`config.mk`:
```
export PLATFORM = sky130hd
export DESIGN_NAME = control_unit_pipe_flat
export DESIGN_NICKNAME = d
export VERILOG_FILES = /design/src/rtl/control_unit_pipe_if.sv /design/src/rtl/control_unit_pipe.sv /design/src/flat_wrapper.sv
export SDC_FILE = /design/constraint.sdc
export NUM_CORES = 1
export LEC_CHECK = 0
export ABC_AREA = 1
export CAP_MARGIN = 20
export CORE_UTILIZATION = 30
export CTS_CLUSTER_DIAMETER = 120
export CTS_CLUSTER_SIZE = 28
export DETAILED_ROUTE_END_ITERATION = 16
export SYNTH_ARGS = -nofsm -noshare
export SYNTH_HDL_FRONTEND = slang
export SYNTH_SLANG_ARGS = --single-unit
```
`constraint.sdc`:
```
create_clock -name clk -period 1 [get_ports clk]
set_input_delay 0.25 -clock clk [delete_from_list [all_inputs] [get_ports clk]]
set_output_delay 0.25 -clock clk [all_outputs]
set_load 0.005 [all_outputs]
```
`src/rtl/control_unit_pipe_if.sv`:
```
// ID-stage control bundle: IF/ID handshake in, ID/EX control word out.
interface control_unit_pipe_if #(
    parameter int EX_W = 4
) ();
    logic            in_valid;
    logic            S;
    logic            I;
    logic [1:0]      mode;
    logic [3:0]      op_code;
    logic [3:0]      cond;
    logic [3:0]      status;
    logic            stall_in;
    logic            flush;
    logic            id_ready;
    logic            ex_valid;
    logic [EX_W-1:0] EX_command;
    logic            mem_read;
    logic            mem_write;
    logic            WB_en;
    logic            Imm;
    logic            B;
    logic            update;
    logic            mul_busy;

    modport master (
        output in_valid, S, I, mode, op_code, cond, status, stall_in, flush,
        input  id_ready, ex_valid, EX_command, mem_read, mem_write,
        input  WB_en, Imm, B, update, mul_busy
    );

    modport slave (
        input  in_valid, S, I, mode, op_code, cond, status, stall_in, flush,
        output id_ready, ex_valid, EX_command, mem_read, mem_write,
        output WB_en, Imm, B, update, mul_busy
    );
endinterface

```
`src/rtl/control_unit_pipe.sv`:
```
// ID-stage control decoder with registered ID/EX word and multi-cycle multiply FSM.
// Optional ARM condition evaluation enabled by defining CU_COND_CHECK_EN.
module control_unit_pipe #(
    parameter int              EX_W       = 4,
    parameter int              MUL_CYCLES = 4,
    parameter logic [EX_W-1:0] MUL_CMD    = EX_W'(4'b1010)
) (
    input logic               clk,
    input logic               rst,
    control_unit_pipe_if.slave cu
);
    localparam logic [1:0] MODE_ARITH = 2'b00;
    localparam logic [1:0] MODE_MEM   = 2'b01;
    localparam logic [1:0] MODE_BR    = 2'b10;
    localparam logic [1:0] MODE_MUL   = 2'b11;

    localparam logic [3:0] OP_MOV = 4'b1101;
    localparam logic [3:0] OP_MVN = 4'b1111;
    localparam logic [3:0] OP_ADD = 4'b0100;
    localparam logic [3:0] OP_ADC = 4'b0101;
    localparam logic [3:0] OP_SUB = 4'b0010;
    localparam logic [3:0] OP_SBC = 4'b0110;
    localparam logic [3:0] OP_AND = 4'b0000;
    localparam logic [3:0] OP_ORR = 4'b1100;
    localparam logic [3:0] OP_EOR = 4'b0001;
    localparam logic [3:0] OP_CMP = 4'b1010;
    localparam logic [3:0] OP_TST = 4'b1000;

    localparam logic [3:0] EX_MOV = 4'b0001;
    localparam logic [3:0] EX_MVN = 4'b1001;
    localparam logic [3:0] EX_ADD = 4'b0010;
    localparam logic [3:0] EX_ADC = 4'b0011;
    localparam logic [3:0] EX_SUB = 4'b0100;
    localparam logic [3:0] EX_SBC = 4'b0101;
    localparam logic [3:0] EX_AND = 4'b0110;
    localparam logic [3:0] EX_ORR = 4'b0111;
    localparam logic [3:0] EX_EOR = 4'b1000;
    localparam logic [3:0] EX_CMP = 4'b0100;
    localparam logic [3:0] EX_TST = 4'b0110;
    localparam logic [3:0] EX_LDR = 4'b0010;
    localparam logic [3:0] EX_STR = 4'b0010;

    localparam logic [0:0] IDLE     = 1'b0;
    localparam logic [0:0] MUL_BUSY = 1'b1;

    localparam logic [3:0] MUL_LOAD = 4'(MUL_CYCLES - 1);

    typedef struct packed {
        logic            v;
        logic [EX_W-1:0] cmd;
        logic            rd;
        logic            wr;
        logic            wb;
        logic            imm;
        logic            b;
        logic            upd;
    } ctl_t;

    logic [0:0] state;
    logic [3:0] cnt;
    logic       mul_s;
    ctl_t       ctl_q;
    ctl_t       dec_w;
    ctl_t       mul_w;
    logic [3:0] d_cmd;
    logic       accept;
    logic       cond_ok;

    assign cu.id_ready = (state == IDLE) & ~cu.stall_in;
    assign accept      = cu.in_valid & cu.id_ready;

`ifdef CU_COND_CHECK_EN
    logic n_f, z_f, c_f, v_f;
    assign {n_f, z_f, c_f, v_f} = cu.status;

    always_comb begin
        cond_ok = 1'b0;
        unique case (cu.cond)
            4'b0000: cond_ok = z_f;
            4'b0001: cond_ok = ~z_f;
            4'b0010: cond_ok = c_f;
            4'b0011: cond_ok = ~c_f;
            4'b0100: cond_ok = n_f;
            4'b0101: cond_ok = ~n_f;
            4'b0110: cond_ok = v_f;
            4'b0111: cond_ok = ~v_f;
            4'b1000: cond_ok = c_f & ~z_f;
            4'b1001: cond_ok = ~c_f | z_f;
            4'b1010: cond_ok = (n_f == v_f);
            4'b1011: cond_ok = (n_f != v_f);
            4'b1100: cond_ok = ~z_f & (n_f == v_f);
            4'b1101: cond_ok = z_f | (n_f != v_f);
            4'b1110: cond_ok = 1'b1;
            default: cond_ok = 1'b0;
        endcase
    end
`else
    logic cond_unused;
    assign cond_unused = ^{cu.cond, cu.status};
    assign cond_ok     = 1'b1;
`endif

    always_comb begin
        dec_w   = '0;
        d_cmd   = '0;
        dec_w.v = 1'b1;
        unique case (1'b1)
            (cu.mode == MODE_ARITH): begin
                dec_w.upd = cu.S;
                dec_w.imm = cu.I;
                dec_w.wb  = 1'b1;
                unique case (cu.op_code)
                    OP_MOV: d_cmd = EX_MOV;
                    OP_MVN: d_cmd = EX_MVN;
                    OP_ADD: d_cmd = EX_ADD;
                    OP_ADC: d_cmd = EX_ADC;
                    OP_SUB: d_cmd = EX_SUB;
                    OP_SBC: d_cmd = EX_SBC;
                    OP_AND: d_cmd = EX_AND;
                    OP_ORR: d_cmd = EX_ORR;
                    OP_EOR: d_cmd = EX_EOR;
                    OP_CMP: begin d_cmd = EX_CMP; dec_w.wb = 1'b0; end
                    OP_TST: begin d_cmd = EX_TST; dec_w.wb = 1'b0; end
                    default: begin
                        dec_w.upd = 1'b0;
                        dec_w.imm = 1'b0;
                        dec_w.wb  = 1'b0;
                    end
                endcase
            end
            (cu.mode == MODE_MEM): begin
                dec_w.imm = cu.I;
                dec_w.rd  = cu.S;
                dec_w.wb  = cu.S;
                dec_w.wr  = ~cu.S;
                d_cmd     = cu.S ? EX_LDR : EX_STR;
            end
            (cu.mode == MODE_BR): begin
                dec_w.imm = cu.I;
                dec_w.b   = 1'b1;
            end
            default: ;
        endcase
        dec_w.cmd = EX_W'(d_cmd);
    end

    always_comb begin
        mul_w     = '0;
        mul_w.v   = 1'b1;
        mul_w.cmd = MUL_CMD;
        mul_w.wb  = 1'b1;
        mul_w.upd = mul_s;
    end

    // flush outranks everything but reset, including the multiply completion edge
    always_ff @(posedge clk) begin
        if (rst) begin
            state <= IDLE;
            cnt   <= '0;
            mul_s <= 1'b0;
            ctl_q <= '0;
        end else if (cu.flush) begin
            state <= IDLE;
            cnt   <= '0;
            ctl_q <= '0;
        end else if (state == MUL_BUSY) begin
            if (cnt == '0) begin
                ctl_q <= mul_w;
                state <= IDLE;
            end else begin
                cnt   <= cnt - 4'd1;
                ctl_q <= '0;
            end
        end else if (accept && cond_ok) begin
            if (cu.mode == MODE_MUL) begin
                state <= MUL_BUSY;
                cnt   <= MUL_LOAD;
                mul_s <= cu.S;
                ctl_q <= '0;
            end else begin
                ctl_q <= dec_w;
            end
        end else begin
            ctl_q <= '0;
        end
    end

    assign cu.ex_valid   = ctl_q.v;
    assign cu.EX_command = ctl_q.cmd;
    assign cu.mem_read   = ctl_q.rd;
    assign cu.mem_write  = ctl_q.wr;
    assign cu.WB_en      = ctl_q.wb;
    assign cu.Imm        = ctl_q.imm;
    assign cu.B          = ctl_q.b;
    assign cu.update     = ctl_q.upd;
    assign cu.mul_busy   = (state == MUL_BUSY);
endmodule

```
`src/flat_wrapper.sv`:
```
// flat-port wrapper written by rule: the top's interface ports become plain ports
module control_unit_pipe_flat 
#(
    parameter int              EX_W       = 4,
    parameter int              MUL_CYCLES = 4,
    parameter logic [EX_W-1:0] MUL_CMD    = EX_W'(4'b1010)
)
  (clk, rst, cu_in_valid, cu_S, cu_I, cu_mode, cu_op_code, cu_cond, cu_status, cu_stall_in, cu_flush, cu_id_ready, cu_ex_valid, cu_EX_command, cu_mem_read, cu_mem_write, cu_WB_en, cu_Imm, cu_B, cu_update, cu_mul_busy);
  control_unit_pipe_if #(.EX_W(EX_W)) cu_i ();
  input logic clk;
  input logic rst;
  input wire logic [$bits(cu_i.in_valid)-1:0] cu_in_valid;
  input wire logic [$bits(cu_i.S)-1:0] cu_S;
  input wire logic [$bits(cu_i.I)-1:0] cu_I;
  input wire logic [$bits(cu_i.mode)-1:0] cu_mode;
  input wire logic [$bits(cu_i.op_code)-1:0] cu_op_code;
  input wire logic [$bits(cu_i.cond)-1:0] cu_cond;
  input wire logic [$bits(cu_i.status)-1:0] cu_status;
  input wire logic [$bits(cu_i.stall_in)-1:0] cu_stall_in;
  input wire logic [$bits(cu_i.flush)-1:0] cu_flush;
  output wire logic [$bits(cu_i.id_ready)-1:0] cu_id_ready;
  output wire logic [$bits(cu_i.ex_valid)-1:0] cu_ex_valid;
  output wire logic [$bits(cu_i.EX_command)-1:0] cu_EX_command;
  output wire logic [$bits(cu_i.mem_read)-1:0] cu_mem_read;
  output wire logic [$bits(cu_i.mem_write)-1:0] cu_mem_write;
  output wire logic [$bits(cu_i.WB_en)-1:0] cu_WB_en;
  output wire logic [$bits(cu_i.Imm)-1:0] cu_Imm;
  output wire logic [$bits(cu_i.B)-1:0] cu_B;
  output wire logic [$bits(cu_i.update)-1:0] cu_update;
  output wire logic [$bits(cu_i.mul_busy)-1:0] cu_mul_busy;
  assign cu_i.in_valid = cu_in_valid;
  assign cu_i.S = cu_S;
  assign cu_i.I = cu_I;
  assign cu_i.mode = cu_mode;
  assign cu_i.op_code = cu_op_code;
  assign cu_i.cond = cu_cond;
  assign cu_i.status = cu_status;
  assign cu_i.stall_in = cu_stall_in;
  assign cu_i.flush = cu_flush;
  assign cu_id_ready = cu_i.id_ready;
  assign cu_ex_valid = cu_i.ex_valid;
  assign cu_EX_command = cu_i.EX_command;
  assign cu_mem_read = cu_i.mem_read;
  assign cu_mem_write = cu_i.mem_write;
  assign cu_WB_en = cu_i.WB_en;
  assign cu_Imm = cu_i.Imm;
  assign cu_B = cu_i.B;
  assign cu_update = cu_i.update;
  assign cu_mul_busy = cu_i.mul_busy;
  control_unit_pipe #(.EX_W(EX_W), .MUL_CYCLES(MUL_CYCLES), .MUL_CMD(MUL_CMD)) u_core (.clk(clk), .rst(rst), .cu(cu_i));
endmodule
```
==> qor.yml <==
grt_pass1_wl_um: 3930
setup_viol: 19
period_share: 1.25
clock_skew_ps: 8.01
cts-root-buf: "clkbuf_4"
cts_max_level: 1
start_util: 0.320
fillers: 296
gr-total-overflow: 0
ant_nets: 0
syn2layout_area_growth_pct: 60.9
insertion_delay_ps: 300
ys_top_cells_by_area: "dfxtp_1, nand2_1, inv_1, ha_1, nor2_1"
die_width_um: 56.7
first_iter_violations: 14
cts.sinks: 17
fmax_mhz: 799
drc: 4
p_leak_nw: 0.738
netlist_area_sq_um: 897
vias_per_cell: 4.43
cp-end-kind: "flip-flop"
vias: 947
cts.path.max_buffers: 2
setup_ws_ps: -251
r2r_start: "u_core.cu.mul_busy"
drv_cap: 0
rows: 19
portBuffers: 25
dr.pass1.iters: 10
hold_start: "cu_mode[1]"
totalWireLength_um: 2220
peakVddDrop_uv: 700
drive_gt1_frac: 0.404
dpl.hpwl_um: 1800
antenna_found_initial: 0
critPathLaunch: "u_core.cu.mul_busy"
synth.largest_area_cell: "dfxtp_1"
status: "finished, violations left"
hold_path.class: "input pin to flip-flop"
path_class: "flip-flop to flip-flop"
tns_ps: -3540
critPathRequiredTime_ps: 1200
hold_buffers: 0
ios: 34
synth_nets: 154
min_period_ps: 1250
final_cell_mix: "nand2_1, buf_4, inv_1"
slew_violations: 0
chipHeight_um: 56.7
cts_tree: "done"
violations: "DRC, setup timing"
final-hold-violation-count: 0
synth_top_area_frac: 0.379
grt_usage: 0.159
timing.slew.headroom: 0.806
final_core_util: 0.515
grt_pass1_vias: 946
ys_warn_count: 0
cts_made_buffers: 3
synth.avg_cell_area_sq_um: 7.06
synth_cells: 127
grt_max_degree: 10
yosysSeqAreaShare: 0.379
critPathMaxFanout: 6
synth_cell_types: 20
cp.arrival_ps: 1450
worst_pin_slew_ps: 288
core_area_sq_um: 2810
routedWlPerCell_um: 10.4
gp_congestion: 0.825
clkTransAtPathRegs_ps: 100
nets: 211
antennaDiodeCount: 0
worst_hold_slack_ps: 394
ys_ff_latch: 17
dieArea_sq_um: 3210
power.density_nw_per_um2: 922
rsz0062_at_grt: "true"
cp-start-kind: "flip-flop"
-- metal layers --
layer / global-route usage / part of all wire / wire length (um)
met5: 0 / 0 / 0
met4: 0.0429 / 0.0041 / 9
met3: 0.0553 / 0.056 / 125
met2: 0.294 / 0.50 / 1110
met1: 0.169 / 0.44 / 972
-- worst max-delay path: stages (launching register included) --
cell	delay, ps
dfxtp_2	340
buf_6	110
nor2_4	100
buf_6	120
nand2_4	40
nor2_4	110
inv_2	60
nand2_4	100
nand3_2	60
nand2_1	60
nor2_1	40
-- power by group --
group	internal (W)	switching (W)	total [W]
combinational	0.000142	0.000130	0.000272
clock	0.000155	0.000217	0.000372
sequential	0.000684	0.00000339	0.000687
total	0.000982	0.000350	0.00133
-- metrics by stage --
stage          total power (W)  setup slack [ps]  instance area (sq um)  instances
6_report               0.00133              -251                   1440        214
5_1_grt                0.00140              -337                   1440        214
4_1_cts                0.00135              -248                   1400        214
3_5_place_dp          0.000955              -681                   1370        206
3_3_place_gp          0.000950              -620                   1370        206
2_1_floorplan         0.000807             -29.3                    903        127
-- repair_timing --
action                     4_1_cts  5_1_grt
setup endpoints to repair       30       27
resized for setup               66       15
pin swaps                        9        7
setup buffers                    4        0
-- cells in the mapped netlist --
master	number
nand2_1	26
inv_1	24
nor2_1	20
dfxtp_1	17
nand3_1	8
a21oi_1	7
ha_1	6
nor2_4	3
a21oi_2	2
nand4_1	2
nor3_1	2
o21ai_0	2
a21boi_2	1
a22oi_1	1
inv_2	1
nand2_2	1
nand2_4	1
o211ai_1	1
o21ai_1	1
o21bai_1	1
-- layout make-up --
| class | instances | area, sq um | share of cell area |
|---|---|---|---|
| sequential | 17 | 350 | 0.243 |
| clock buffer | 4 | 26.3 | 0.0182 |
| tap | 31 | 38.8 | 0.0269 |
| inverter | 25 | 96.3 | 0.0667 |
| multi-input combinational | 85 | 500 | 0.347 |
| timing repair buffer | 52 | 432 | 0.299 |
-- final timing paths --
path | cells after the start | to | slack (ps)
worst max-delay path | 10 | u_core.cnt[3] | -250
worst min register to register | 2 | u_core.cu.update | 500
worst min-delay path | 4 | u_core.cu.B | 390
worst max register to register | 10 | u_core.cnt[3] | -250
-- sequential cells by signal, summed over array words and instances (netlist names) --
name,cells
u_core.cu.mem_write,1
u_core.cu.ex_valid,1
u_core.cu.Imm,1
u_core.cu.EX_command,4
u_core.cu.update,1
u_core.cu.WB_en,1
u_core.cnt,4
u_core.cu.mul_busy,1
u_core.mul_s,1
u_core.cu.B,1
u_core.cu.mem_read,1
-- logic make-up after synthesis --
| family | after synthesis | synth area share |
|---|---|---|
| adders and majority gates | 6 | 0.0837 |
| and+or+nand+nor | 63 | 0.319 |
| buffers and inverters | 25 | 0.105 |
| AOI/OAI and AO/OA | 16 | 0.113 |
| DFF | 17 | 0.379 |
No activity file was read; power rests on OpenSTA's default activity.
